===== src/rtl/chan_reg_pkg.sv =====
// chan_reg_pkg: address map, bit positions and reset values for the channel register bank
package chan_reg_pkg;
  localparam logic [6:0] ADDR_VERSION = 7'h00;
  localparam logic [6:0] ADDR_ENABLE = 7'h01;
  localparam logic [6:0] ADDR_MODE = 7'h02;
  localparam logic [6:0] ADDR_PRESC = 7'h03;
  localparam logic [6:0] ADDR_CTRL = 7'h04;
  localparam logic [6:0] ADDR_STATUS = 7'h05;
  localparam logic [6:0] ADDR_CH_BASE = 7'h10;
  localparam int CTRL_COMMIT = 0;
  localparam int CTRL_AUTO = 1;
  localparam int CTRL_SYNC_ARM = 2;
  localparam int ST_PENDING = 0;
  localparam int ST_BAD_ADDR = 1;
  localparam int ST_RO_WRITE = 2;
  localparam int MODE_MOD = 0;
  localparam int MODE_CLK_MOD = 4;
  localparam int RST_PRESC = 3;
  localparam int RST_COUNT = 1;
  localparam int RST_DAC = 0;
  localparam int FR_RW = 23;
  localparam int FR_ADDR_HI = 22;
  localparam int FR_ADDR_LO = 16;
  localparam int FR_DATA_HI = 15;
  localparam int FR_DATA_LO = 0;
endpackage


===== src/rtl/shadow_reg.sv =====
// shadow_reg: one shadow/active register pair with auto-apply and atomic commit
module shadow_reg #(
  parameter int W = 1,
  parameter logic [W-1:0] RST = '0
) (
  input  logic         i_clk,
  input  logic         i_rst,
  input  logic         wr,
  input  logic [W-1:0] wdata,
  input  logic         commit,
  input  logic         auto,
  output logic [W-1:0] shadow,
  output logic [W-1:0] active
);
  always_ff @(posedge i_clk) begin
    if (i_rst) begin
      shadow <= RST;
      active <= RST;
    end else begin
      shadow <= wr ? wdata : shadow;
      active <= (wr && auto) ? wdata : commit ? shadow : active;
    end
  end
endmodule


===== src/rtl/chan_reg_bank.sv =====
// chan_reg_bank: SPI-fed double-buffered configuration registers for the delay generator
module chan_reg_bank
  import chan_reg_pkg::*;
#(
  parameter int N_CH = 4,
  parameter int CNT_W = 16,
  parameter int DAC_W = 8,
  parameter int PRESC_W = 8,
  parameter logic [15:0] VERSION = 16'h0200
) (
  input  logic                  i_clk,
  input  logic                  i_rst,
  input  logic                  i_frame_done,
  input  logic [23:0]           i_frame,
  input  logic                  i_sync,
  output logic [15:0]           o_rdata,
  output logic                  o_rvalid,
  output logic                  o_pending,
  output logic                  o_mod,
  output logic                  o_clk_mod,
  output logic [PRESC_W-1:0]    o_presc,
  output logic [N_CH-1:0]       o_ch_enable,
  output logic [N_CH*CNT_W-1:0] o_ch_count,
  output logic [N_CH*DAC_W-1:0] o_ch_dac
);
  logic done_q, acc, wr_en, rd_en, ch_hit, fld_wr, wr_ctrl, commit_go, copy;
  logic bad_set, ro_set, w1c_bad, w1c_ro;
  logic auto_q, sync_arm_q, armed, commit_req, pending, bad_q, ro_q;
  logic mod_sh, clk_mod_sh;
  logic [6:0] addr, ch_off;
  logic [5:0] ch_k;
  logic [15:0] data, rd_val, ch_val;
  logic [N_CH-1:0] en_sh;
  logic [PRESC_W-1:0] presc_sh;
  logic [CNT_W-1:0] cnt_sh [N_CH];
  logic [DAC_W-1:0] dac_sh [N_CH];
  assign acc = i_frame_done && !done_q;
  assign addr = i_frame[FR_ADDR_HI:FR_ADDR_LO];
  assign data = i_frame[FR_DATA_HI:FR_DATA_LO];
  assign wr_en = acc && !i_frame[FR_RW];
  assign rd_en = acc && i_frame[FR_RW];
  assign ch_off = addr - ADDR_CH_BASE;
  assign ch_k = ch_off[6:1];
  assign ch_hit = addr >= ADDR_CH_BASE && int'(ch_k) < N_CH;
  assign fld_wr = wr_en && (addr == ADDR_ENABLE || addr == ADDR_MODE || addr == ADDR_PRESC || ch_hit);
  assign wr_ctrl = wr_en && addr == ADDR_CTRL;
  assign commit_go = wr_ctrl && data[CTRL_COMMIT] && pending;
  assign copy = commit_req || (armed && i_sync);
  assign bad_set = acc && !(addr <= ADDR_STATUS || ch_hit);
  assign ro_set = wr_en && addr == ADDR_VERSION;
  assign w1c_bad = wr_en && addr == ADDR_STATUS && data[ST_BAD_ADDR];
  assign w1c_ro = wr_en && addr == ADDR_STATUS && data[ST_RO_WRITE];
  assign o_pending = pending;
  always_comb begin
    ch_val = '0;
    for (int k = 0; k < N_CH; k++)
      if (int'(ch_k) == k) ch_val = ch_off[0] ? 16'(dac_sh[k]) : 16'(cnt_sh[k]);
  end
  assign rd_val = addr == ADDR_VERSION ? VERSION :
                  addr == ADDR_ENABLE ? 16'(en_sh) :
                  addr == ADDR_MODE ? 16'({clk_mod_sh, 3'd0, mod_sh}) :
                  addr == ADDR_PRESC ? 16'(presc_sh) :
                  addr == ADDR_CTRL ? 16'({sync_arm_q, auto_q, 1'b0}) :
                  addr == ADDR_STATUS ? 16'({ro_q, bad_q, pending}) :
                  ch_hit ? ch_val : '0;
  always_ff @(posedge i_clk) begin
    if (i_rst) begin
      done_q <= 1'b1;
      auto_q <= 1'b1;
      sync_arm_q <= 1'b0;
      armed <= 1'b0;
      commit_req <= 1'b0;
      pending <= 1'b0;
      bad_q <= 1'b0;
      ro_q <= 1'b0;
      o_rdata <= '0;
      o_rvalid <= 1'b0;
    end else begin
      done_q <= i_frame_done;
      auto_q <= wr_ctrl ? data[CTRL_AUTO] : auto_q;
      sync_arm_q <= wr_ctrl ? data[CTRL_SYNC_ARM] : sync_arm_q;
      commit_req <= commit_go && !data[CTRL_SYNC_ARM];
      armed <= (commit_go && data[CTRL_SYNC_ARM]) || (armed && !copy);
      pending <= (fld_wr && !auto_q) || (pending && !copy);
      bad_q <= bad_set || (bad_q && !w1c_bad);
      ro_q <= ro_set || (ro_q && !w1c_ro);
      o_rdata <= rd_en ? rd_val : o_rdata;
      o_rvalid <= rd_en;
    end
  end
  shadow_reg #(.W(N_CH), .RST({N_CH{1'b1}})) u_enable (
    .i_clk, .i_rst, .wr(wr_en && addr == ADDR_ENABLE), .wdata(N_CH'(data)),
    .commit(copy), .auto(auto_q), .shadow(en_sh), .active(o_ch_enable)
  );
  shadow_reg #(.W(1), .RST(1'b0)) u_mod (
    .i_clk, .i_rst, .wr(wr_en && addr == ADDR_MODE), .wdata(data[MODE_MOD]),
    .commit(copy), .auto(auto_q), .shadow(mod_sh), .active(o_mod)
  );
  shadow_reg #(.W(1), .RST(1'b0)) u_clk_mod (
    .i_clk, .i_rst, .wr(wr_en && addr == ADDR_MODE), .wdata(data[MODE_CLK_MOD]),
    .commit(copy), .auto(auto_q), .shadow(clk_mod_sh), .active(o_clk_mod)
  );
  shadow_reg #(.W(PRESC_W), .RST(PRESC_W'(RST_PRESC))) u_presc (
    .i_clk, .i_rst, .wr(wr_en && addr == ADDR_PRESC), .wdata(PRESC_W'(data)),
    .commit(copy), .auto(auto_q), .shadow(presc_sh), .active(o_presc)
  );
  for (genvar c = 0; c < N_CH; c++) begin : g_ch
    shadow_reg #(.W(CNT_W), .RST(CNT_W'(RST_COUNT))) u_cnt (
      .i_clk, .i_rst, .wr(wr_en && ch_hit && ch_k == 6'(c) && !ch_off[0]), .wdata(CNT_W'(data)),
      .commit(copy), .auto(auto_q), .shadow(cnt_sh[c]), .active(o_ch_count[c*CNT_W +: CNT_W])
    );
    shadow_reg #(.W(DAC_W), .RST(DAC_W'(RST_DAC))) u_dac (
      .i_clk, .i_rst, .wr(wr_en && ch_hit && ch_k == 6'(c) && ch_off[0]), .wdata(DAC_W'(data)),
      .commit(copy), .auto(auto_q), .shadow(dac_sh[c]), .active(o_ch_dac[c*DAC_W +: DAC_W])
    );
  end
endmodule


===== config.mk =====
export PLATFORM = sky130hd
export DESIGN_NAME = chan_reg_bank
export DESIGN_NICKNAME = d
export VERILOG_FILES = /design/src/rtl/chan_reg_pkg.sv /design/src/rtl/shadow_reg.sv /design/src/rtl/chan_reg_bank.sv
export SDC_FILE = /design/constraint.sdc
export NUM_CORES = 1
export LEC_CHECK = 0
export CORE_ASPECT_RATIO = 0.6
export CORE_UTILIZATION = 50
export DETAILED_ROUTE_END_ITERATION = 12
export PLACE_DENSITY = 0.73
export SETUP_SLACK_MARGIN = 0.15
export SYNTH_ARGS = -nofsm -noshare
export SYNTH_HDL_FRONTEND = slang
export SYNTH_HIERARCHICAL = 1
export SYNTH_SLANG_ARGS = --single-unit
export TNS_END_PERCENT = 1

===== constraint.sdc =====
create_clock -name i_clk -period 3 [get_ports i_clk]
set_input_delay 0.9 -clock i_clk [delete_from_list [all_inputs] [get_ports i_clk]]
set_output_delay 0.9 -clock i_clk [all_outputs]
set_load 0.01 [all_outputs]

Word-level counts from Yosys, hierarchy flattened
Cells that the tools add are included.

word-level totals
  output and inout bits = 128
  register bits after elaboration = 245
  bits of input ports = 28
  word-level logic and storage cells = 168

operators by class
  muxes and demuxes = 39
  $lt $le $gt $ge = 3
  reduce and logical (&&, ||, !) cells = 80
  eq/ne operators = 11
  add/sub/neg operators = 1

operators with widths
  cell                                                                    number
  16-bit 2-to-1 mux                                                       23
  8-bit 2-to-1 mux                                                        10
  1-bit logical AND                                                       48
  2-bit nonzero test                                                      11
  6-bit by 2-bit equality test with 1-bit output (second input constant)  3
  7-bit by 2-bit equality test with 1-bit output (second input constant)  2
  7-bit by 3-bit equality test with 1-bit output (second input constant)  2
  6-bit by 3-bit equality test with 1-bit output (second input constant)  2
  6-bit zero test                                                         2
  1-bit zero test                                                         9
  1-bit logical OR                                                        9
  4-bit 2-to-1 mux                                                        2
  7-bit by 1-bit equality test with 1-bit output (second input constant)  1
  7-bit by 5-bit >= comparator with 1-bit output (second input constant)  1
  7-bit by 3-bit <= comparator with 1-bit output (second input constant)  1
  7-bit zero test                                                         1
  7-bit by 5-bit subtractor with 7-bit output (second input constant)     1
  6-bit by 1-bit equality test with 1-bit output (second input constant)  1
  6-bit by 3-bit < comparator with 1-bit output (second input constant)   1
  1-bit 2-to-1 mux                                                        4

Longest topological paths before layout
Gate-level depths: netlist of the first run.

  depth after elaboration = 13
  mapped depth = 11
  depth with buffers taken out = 8

Hierarchy
The synthesis of the first run kept the hierarchy.

by module, submodules not included
  module                           cells an instance  times used  sequential area each (um^2)  area an instance (um^2)
  shadow_reg at g_ch[0].u_cnt ...  126                4           640.6                        1446.4
  shadow_reg at g_ch[0].u_dac ...  62                 4           320.3                        714.4
  chan_reg_bank                    274                1           500.5                        2219.6
  shadow_reg at u_presc            64                 1           320.3                        693.2
  shadow_reg at u_enable           32                 1           160.2                        340.3
  shadow_reg at u_clk_mod ...      8                  2           40.0                         88.8

Worst setup path after synthesis of the first run
OpenSTA, ideal clock, no wires.

  kind = input -> register
  from = in i_frame[20]
  to = reg g_ch[2].u_cnt.active[10]
  library setup time = 79 ps
  stages on the path = 11
  arrival = 2776 ps
  setup slack = 145 ps
  cell sequence = inv_1 ha_1 nor2b_1 and4_1 clkbuf_1 nand2_1 nor3_1 buf_6 nand2_2 buf_6 a211oi_2

between the ends
  longest elaborated chain between the ends = 8
  elaborated cells between the ends (all ways) = 11

RTL lines
  what                                                     line                  RTL
  start: declaration                                       chan_reg_bank.sv:14   input logic [23:0] i_frame,
  7-bit by 5-bit subtractor with 7-bit output              chan_reg_bank.sv:42   assign ch_off = addr - ADDR_CH_BASE;
  6-bit by 3-bit < comparator with 1-bit output            chan_reg_bank.sv:44   assign ch_hit = addr >= ADDR_CH_BASE && int'(ch_k) < N_CH;
  1-bit logical AND                                        chan_reg_bank.sv:44
  1-bit logical AND                                        chan_reg_bank.sv:109  .i_clk, .i_rst, .wr(wr_en && ch_hit && ch_k == 6'(c) && !ch_off[0]), .wdata(CNT_W'(data)),
  1-bit logical AND (*) (2 in series)                      chan_reg_bank.sv:109
  1-bit logical AND (*)                                    shadow_reg.sv:21      active <= (wr && auto) ? wdata : commit ? shadow : active;
  16-bit 2-to-1 mux or 2-bit nonzero test (tied branches)  --
  end signal: assignment                                   shadow_reg.sv:21
  end: declaration                                         shadow_reg.sv:13      output logic [W-1:0] active

Every way passes the cells marked *; elsewhere a longest branch is shown, timed or not.
A chain may end at the register's enable or synchronous reset.

Final worst setup path of the first run
  from = in i_frame[21]
  to = reg g_ch[2].u_cnt.active[2]

Same word-level chain as after synthesis.

==> results of run 1 <==
==> cells by family (layout without fill, tap and decap cells) <==
group | after synthesis | after routing
fa+ha+maj | 2 | 2
flops | 245 | 245
simple gates | 340 | 340
buf+inv | 103 | 290
xor+xnor | 2 | 2
compound gates | 208 | 208
mux | 238 | 238
==> worst max-delay path: stages <==
cell and delay, ns:
clkdlybuf4s50_1 0.50, inv_1 0.08, ha_1 0.27, nor2b_2 0.19
and4_4 0.26, nand2_2 0.12, nor3_2 0.18, buf_4 0.17
nand2_2 0.06, buf_4 0.20, a211oi_1 0.30
==> per-stage QoR <==
stage / power (mW) / setup slack (ns) / util / TNS, ns / hold slack (ns)
after floorplan: 3.496 / 0.2313 / - / 0 / 0.4319
after global placement: 3.668 / -0.2692 / 0.6040 / -41.17 / 0.4369
after detailed placement: 3.672 / -0.3778 / 0.6040 / -55.41 / 0.4427
after CTS: 6.828 / 0.1861 / 0.6397 / 0 / 0.4556
after global routing: 6.993 / 0.1344 / 0.6406 / 0 / 0.4819
final: 6.810 / 0.1832 / 0.6406 / 0 / 0.4510
==> cells in the mapped netlist, types with 4 or more instances <==
library cell / number / area (sq um)
nand2_1: 24 / 90.09
buf_2: 26 / 130.1
a211o_1: 10 / 87.58
nor3_1: 7 / 35.03
mux2_2: 7 / 78.83
o2bb2ai_1: 6 / 52.55
buf_4: 8 / 60.06
nand2_2: 4 / 25.02
nor2_1: 139 / 521.8
a21oi_1: 22 / 110.1
nand4_1: 13 / 81.33
a21o_1: 7 / 52.55
and3b_1: 102 / 893.4
buf_12: 8 / 160.2
o22ai_1: 10 / 62.56
dfxtp_1: 245 / 4905
nand3_1: 11 / 55.05
clkbuf_1: 21 / 78.83
mux4_2: 11 / 247.7
o211ai_1: 6 / 45.04
buf_6: 31 / 349.1
and3_1: 6 / 37.54
nor2b_1: 14 / 87.58
o21ai_0: 14 / 70.07
a211oi_2: 55 / 688.2
inv_1: 5 / 18.77
mux2i_1: 220 / 2202
a32oi_1: 11 / 96.34
a211oi_1: 51 / 382.9
nand2_4: 4 / 45.04
a31oi_1: 8 / 50.05
==> layout make-up <==
cell class / instances / area (sq um) / share of cell area
Multi-Input combinational cell: 790 / 6405 / 0.4272
Sequential cell: 245 / 4908 / 0.3274
Timing Repair Buffer: 241 / 2429 / 0.1620
Clock buffer: 36 / 737.0 / 0.04915
Tap cell: 315 / 394.1 / 0.02629
Clock inverter: 8 / 96.34 / 0.006426
Inverter: 5 / 23.77 / 0.001586
==> power groups by stage <==
stage / logic, mW / clock network [mW] / registers [mW]
after global routing: 0.372 / 3.37 / 3.25
after detailed placement: 0.342 / 0 / 3.33
final: 0.354 / 3.20 / 3.26
after CTS: 0.344 / 3.23 / 3.26
after floorplan: 0.165 / 0 / 3.33
after global placement: 0.338 / 0 / 3.33
==> routing by layer <==
layer	routed length, um	global-route usage	vias to the layer above
li1	-	-	4561
met1	17920	0.4592	4693
met2	13940	0.3733	401
met3	3242	0.05523	42
met4	577	0.05122	0
met5	0	0	-
==> cell usage in the layout, fill, tap and decap left out, types with 7 or more instances in the layout <==
cell type,instances
dfxtp_1,244
mux2i_1,220
clkdlybuf4s50_1,152
nor2_1,135
and3b_1,102
buf_4,67
a211oi_2,55
a211oi_1,51
clkbuf_16,25
nand2_1,23
a21oi_1,22
buf_12,19
o21ai_0,14
nand4_1,13
nor2b_1,13
mux4_2,11
a32oi_1,11
nand3_1,10
o22ai_1,10
a211o_1,10
a31oi_1,8
clkbuf_8,8
mux2_2,7
a21o_1,7
==> worst paths after layout <==
path / end
worst min register to register: o_rdata[8]
worst max register to register: g_ch[2].u_cnt/active[2]
worst max-delay path: g_ch[2].u_cnt/active[2]
worst min-delay path: o_rdata[8]
==> repair_timing <==
item	in CTS	in global routing
pin swaps	0	1
buffers inserted	0	0
setup endpoints to repair	1	163
endpoints found under the hold margin	0	0
gates resized for setup	1	6
==> flow_summary_export.csv, run 1 <==
group,metric,value,unit
yosys,synthCells,1138,
cts,cts.clk_slew.worst_paths,0.07,ns
cts,clkLatencyLatePin,0.53,ns
global_routing,antenna_found_initial,0,
global_routing,grt_max_degree,115,
run_status,status,"finished clean",
global_routing,grt_pass1_vias,9007,
final_layout,drive_above_1_share,0.1751,
routing,firstDrtPassIters,5,
final_layout,final_cells,1640,
worst_setup_path,startpoint,"i_frame[21]",
worst_setup_path,crit-reg2reg-launch,"done_q",
timing,rsz0062_at_grt,"true",
cts,cts_tree,"yes",
power_and_ir_drop,power_density,454.2,nW/um^2
global_routing,grt_pass1_wl,54220,um
power_and_ir_drop,power.share.switching,0.2291,
yosys,yosys_warnings,6,
worst_setup_path,end_kind,"flop",
yosys,synth_top_family_by_area,"multiplexers",
power_and_ir_drop,power_switching,1.560,mW
yosys,syn_area_per_cell,10.61,sq um
timing,slew_headroom,0.5656,
cts,htreeDepth,1,
power_and_ir_drop,power.leakage,5.333,nW
floorplanning,num_rows,43,
routing,drt-initial-drc-count,1031,
final_layout,area_delta_synth_final,24.18,%
worst_hold_path,min_from,"o_rdata[8]",
floorplanning,die_h,122.4,um
yosys,yosys-mux-area-fraction,0.2094,
yosys,synth_xor_area_frac,0.001451,
job,drv_cap,0,
final_layout,fillers,1854,
worst_setup_path,crit_required,3.41,ns
global_routing,grt_overflow,0,
floorplanning,die_x,202.6,um
yosys,yosysUniqueCellTypes,54,
final_layout,n_antenna_cell,0,
routing,drtAntennaViolNets,0,
timing,post-route-period-util,0.9389,
worst_setup_path,crit_arrival,3.23,ns
timing,clock.fmax,355.0,MHz
yosys,synthArstFlopShare,0,
routing,drcViolationCount,0,
routing,drt-total-wl,35680,um
routing,viasPerCell,5.913,
yosys,ys_seq_area_frac,0.4062,
worst_setup_path,worstSetupPathType,"input pin to flop",
worst_setup_path,path_max_fanout,7,
yosys,synth-edff-count,0,
power_and_ir_drop,clockPowerShare,0.470,
placement,hpwlAfterDp,24450,um
floorplanning,pin_count,156,
global_routing,groute.usage.overall,0.2822,
cts,postCtsHoldBufs,0,
placement,io_buffers,155,
power_and_ir_drop,combPwrFrac,0.052,
cts,clockRootBuffer,"clkbuf_16",
final_layout,nNetsFinal,1337,
yosys,synth-simple-area-share,0.1673,
yosys,synthAdderAreaFrac,0.002073,
routing,wl_per_cell,21.76,um
placement,placed_cells,1596,
timing,period_needed,2.817,ns
timing,finalHoldViolCount,0,
yosys,synth-main-ff-cell,"dfxtp_1",
routing,vias,9697,
final_layout,fin_area,14990,sq um
floorplanning,dieArea,24790,sq um
placement,placed_cell_area,14130,sq um
yosys,synth_seq_cells,245,
timing,setup_viol,0,
yosys,synth_nets,1168,
cts,cts_max_path_buffers,3,
timing,fin_skew,0.01271,ns
yosys,synth_compound_area_frac,0.1461,
worst_setup_path,r2r_slack,1.01,ns
worst_hold_path,holdPathStages,1,
power_and_ir_drop,internal-power,5.250,mW
worst_setup_path,reg2reg_depth,8,
cts,cts_buffers,24,
power_and_ir_drop,power_frac_seq,0.478,
worst_hold_path,hp-class,"flop to flop",
worst_setup_path,worst_setup_path_start_kind,"input pin",
timing,tightestPinTransition,0.6516,ns
timing,slew_violations,0,
floorplanning,core,23400,sq um
floorplanning,start_util,0.5159,
cts,clock_sinks,245,
placement,gp_congestion,0.9241,
power_and_ir_drop,irDropWorstVdd,0.3674,mV
yosys,synth_area,12070,sq um
Power figures use the tool's default switching activity.
==> inputs of run 2 (changes only) <==
--- a/config.mk
+++ b/config.mk
@@ -7,11 +7,11 @@
 export LEC_CHECK = 0
 export CORE_ASPECT_RATIO = 0.6
 export CORE_UTILIZATION = 50
+export CTS_BUF_LIST = sky130_fd_sc_hd__clkbuf_2 sky130_fd_sc_hd__clkbuf_4 sky130_fd_sc_hd__clkbuf_8
 export DETAILED_ROUTE_END_ITERATION = 12
-export PLACE_DENSITY = 0.73
+export PLACE_DENSITY = 0.74
 export SETUP_SLACK_MARGIN = 0.15
 export SYNTH_ARGS = -nofsm -noshare
 export SYNTH_HDL_FRONTEND = slang
-export SYNTH_HIERARCHICAL = 1
 export SYNTH_SLANG_ARGS = --single-unit
 export TNS_END_PERCENT = 1
==> run 2 against run 1 <==
Synthesized cell count grew 11%. Maximum frequency increased by 2.3%. Highest routed layer is now met5. Area after synthesis decreased by 8.5%. Critical path type unchanged. Final area shrank 5.8%. Largest cell class unchanged. Critical path depth is 1 lower. Sequential share of layout area up 2.0 points. Largest power group unchanged.
==> flow_summary_export.csv, run 2 <==
group,metric,value,unit
timing,post-route-period-util,0.9176,
placement,pre_cts_slack,-0.2019,ns
routing,drt-initial-drc-count,892,
yosys,synth_seq_cells,245,
placement,io_buffers,155,
routing,drcViolationCount,0,
timing,slew_violations,0,
yosys,synth_top_area_cell,"dfxtp_1",
yosys,synth_area_leaders,"dfxtp_1 44%, mux2i_1 12%, nand2_1 7.6%",
worst_setup_path,cp_slowest_cell,"clkdlybuf4s50_1",
floorplanning,pin_count,156,
worst_setup_path,worst_setup_path_start_kind,"input pin",
yosys,synth_most_common_cell,"dfxtp_1",
timing,fin_skew,0.02933,ns
routing,viasPerCell,5.887,
worst_setup_path,end_kind,"flop",
run_status,status,"finished clean",
worst_setup_path,crit_required,3.44,ns
worst_hold_path,min_from,"u_clk_mod.shadow",
placement,gp_congestion,1.003,
yosys,synth_nets,1297,
timing,tightestPinTransition,0.6636,ns
power_and_ir_drop,power_density,457.7,nW/um^2
worst_setup_path,worstSetupPathType,"input pin to flop",
timing,finalHoldViolCount,0,
global_routing,grt_overflow,0,
routing,drtAntennaViolNets,0,
yosys,synth_top_area_frac,0.4441,
power_and_ir_drop,power,6.465,mW
worst_setup_path,path_max_fanout,6,
power_and_ir_drop,irDropWorstVdd,0.2718,mV
final_layout,fin_area,14120,sq um
floorplanning,start_util,0.5175,
global_routing,grt_pass1_vias,9332,
timing,clock.fmax,363.3,MHz
cts,clockRootBuffer,"clkbuf_8",
global_routing,grt_max_degree,68,
timing,setup_viol,0,
worst_setup_path,path_cells,"clkdlybuf4s50_1, inv_1, ha_1, nand3b_1, or2_4, buf_4, a211oi_1, buf_4, a21oi_1, nor3_1",
yosys,ys_top_cells_by_count,"245 x dfxtp_1, 223 x nand2_1, 175 x nor2_1",
final_layout,fillers,1724,
final_layout,final_common_cell,"dfxtp_1",
yosys,synth-edff-count,0,
final_layout,drive_above_1_share,0.1423,
timing,rsz0062_at_grt,"true",
yosys,ys_seq_area_frac,0.4441,
routing,firstDrtPassIters,5,
worst_setup_path,startpoint,"i_frame[20]",
final_layout,mostFrequentLayoutCells,"245 x dfxtp_1, 223 x nand2_1, 175 x nor2_1",
worst_setup_path,cpMostUsedCell,"buf_4",
cts,htreeDepth,2,
routing,drt-total-wl,36310,um
floorplanning,core,21340,sq um
floorplanning,num_rows,41,
timing,period_needed,2.753,ns
yosys,syn_area_per_cell,8.716,sq um
routing,vias,10260,
cts,clock_sinks,245,
yosys,synth-main-ff-cell,"dfxtp_1",
cts,cts_tree,"yes",
global_routing,grt_pass1_wl,55050,um
floorplanning,dieArea,22700,sq um
cts,clkLatencyLatePin,0.52,ns
yosys,synthCells,1267,
final_layout,area_delta_synth_final,27.91,%
timing,slew_headroom,0.5562,
routing,wl_per_cell,20.85,um
job,drv_cap,0,
worst_setup_path,crit_arrival,3.19,ns
worst_setup_path,cpPeakStageDelay,0.48,ns
yosys,synthArstFlopShare,0,
cts,cts.clk_slew.worst_paths,0.06,ns
yosys,yosysUniqueCellTypes,62,
placement,placed_cell_area,13360,sq um
global_routing,groute.usage.overall,0.3160,
cts,cts_max_path_buffers,3,
global_routing,antenna_found_initial,1,
yosys,yosys_warnings,0,
cts,cts_buffers,37,
floorplanning,die_h,117.1,um
final_layout,nNetsFinal,1466,
worst_setup_path,crit-reg2reg-launch,"auto_q",
floorplanning,die_x,193.9,um
timing,finalWorstSetupSlack,0.2471,ns
placement,hpwlAfterDp,25580,um
power_and_ir_drop,power.leakage,5.474,nW
cts,cts_setup_buffers,0,
worst_hold_path,hp-class,"flop to flop",
yosys,synth_area,11040,sq um
run 2: cell types whose count changed after synthesis, moves of 36 or more:
cell,previous run,this run
a21oi_1,22,86
a211oi_2,55,7
nor2_1,139,175
clkbuf_1,21,75
nand2_1,24,223
and3b_1,102,0
mux2i_1,220,133
run 2: path summary, 6_finish.rpt:
kind / to / slack, ns / cells past startpoint
worst max-delay path: o_rdata[9] / 0.25 / 10
worst min-delay path: u_clk_mod.shadow / 0.47 / 2
worst max register to register: u_presc.active[0] / 0.93 / 6
worst min register to register: u_clk_mod.shadow / 0.47 / 2
run 2: metal layers:
metal | track usage | vias to the layer above | part of all wire
li1 | - | 4794 | -
met1 | 0.4740 | 4886 | 0.47
met2 | 0.4320 | 536 | 0.40
met3 | 0.1000 | 38 | 0.12
met4 | 0.06878 | 2 | 0.012
met5 | 0.02881 | - | 0.0025
run 2: where the power goes:
group	switching (mW)	internal (mW)
Clock	1.31	1.53
Combinational	0.244	0.127
Sequential	0.00372	3.26
run 2: worst max-delay path, delay by kind of cell:
kind | cells | cell delay (ns)
and+or+nand+nor | 3 | 0.66
buffers and inverters | 4 | 0.90
adders and majority gates | 1 | 0.27
AOI/OAI and AO/OA | 2 | 0.46
run 2: through the flow:
stage                       util  hold slack (ns)  TNS (ns)  cells
after floorplan                -           0.4363         0   1267
after global placement    0.6262           0.4462    -7.119   1676
after detailed placement  0.6262           0.4652    -8.736   1676
after CTS                 0.6614           0.4744         0   1741
after global routing      0.6618           0.4906         0   1741
final                     0.6619           0.4726         0   1742
run 2: repair_timing:
item                                    4_1_cts  5_1_grt
endpoints found under the setup margin        0        4
hold buffers                                  0        0
resized for setup                             0        1
run 2: cell families (layout without fill, tap and decap cells):
| logic type | count (synthesis) | after routing | share of synthesized area |
|---|---|---|---|
| other | 0 | 1 | 0 |
| AOI/OAI and AO/OA | 256 | 256 | 0.1625 |
| buffers and inverters | 134 | 329 | 0.05676 |
| muxes | 145 | 145 | 0.1430 |
| adders and majority gates | 2 | 2 | 0.002266 |
| xor gates and xnor gates | 2 | 2 | 0.001587 |
| DFF | 245 | 245 | 0.4441 |
| and+or+nand+nor | 483 | 483 | 0.1898 |
run 2: area by class of cell:
cell class	instances	area, sq um	share of cell area
repair buffers	258	2559	0.1811
clock buffers	61	726.9	0.05147
diodes	1	2.502	0.0001772
clock inverters	4	22.52	0.001594
inverters	6	22.52	0.001594
well taps	279	349.1	0.02471
flip-flops and latches	245	4905	0.3472
multi-input cells	888	5538	0.3921
==> inputs of run 3 (changes only) <==
--- a/config.mk
+++ b/config.mk
@@ -11,6 +11,7 @@
 export DETAILED_ROUTE_END_ITERATION = 12
 export PLACE_DENSITY = 0.74
 export SETUP_SLACK_MARGIN = 0.15
+export SLEW_MARGIN = 20
 export SYNTH_ARGS = -nofsm -noshare
 export SYNTH_HDL_FRONTEND = slang
 export SYNTH_SLANG_ARGS = --single-unit
==> results of run 3 <==
The final DEF is identical to that of run 2; final timing and power are the same.
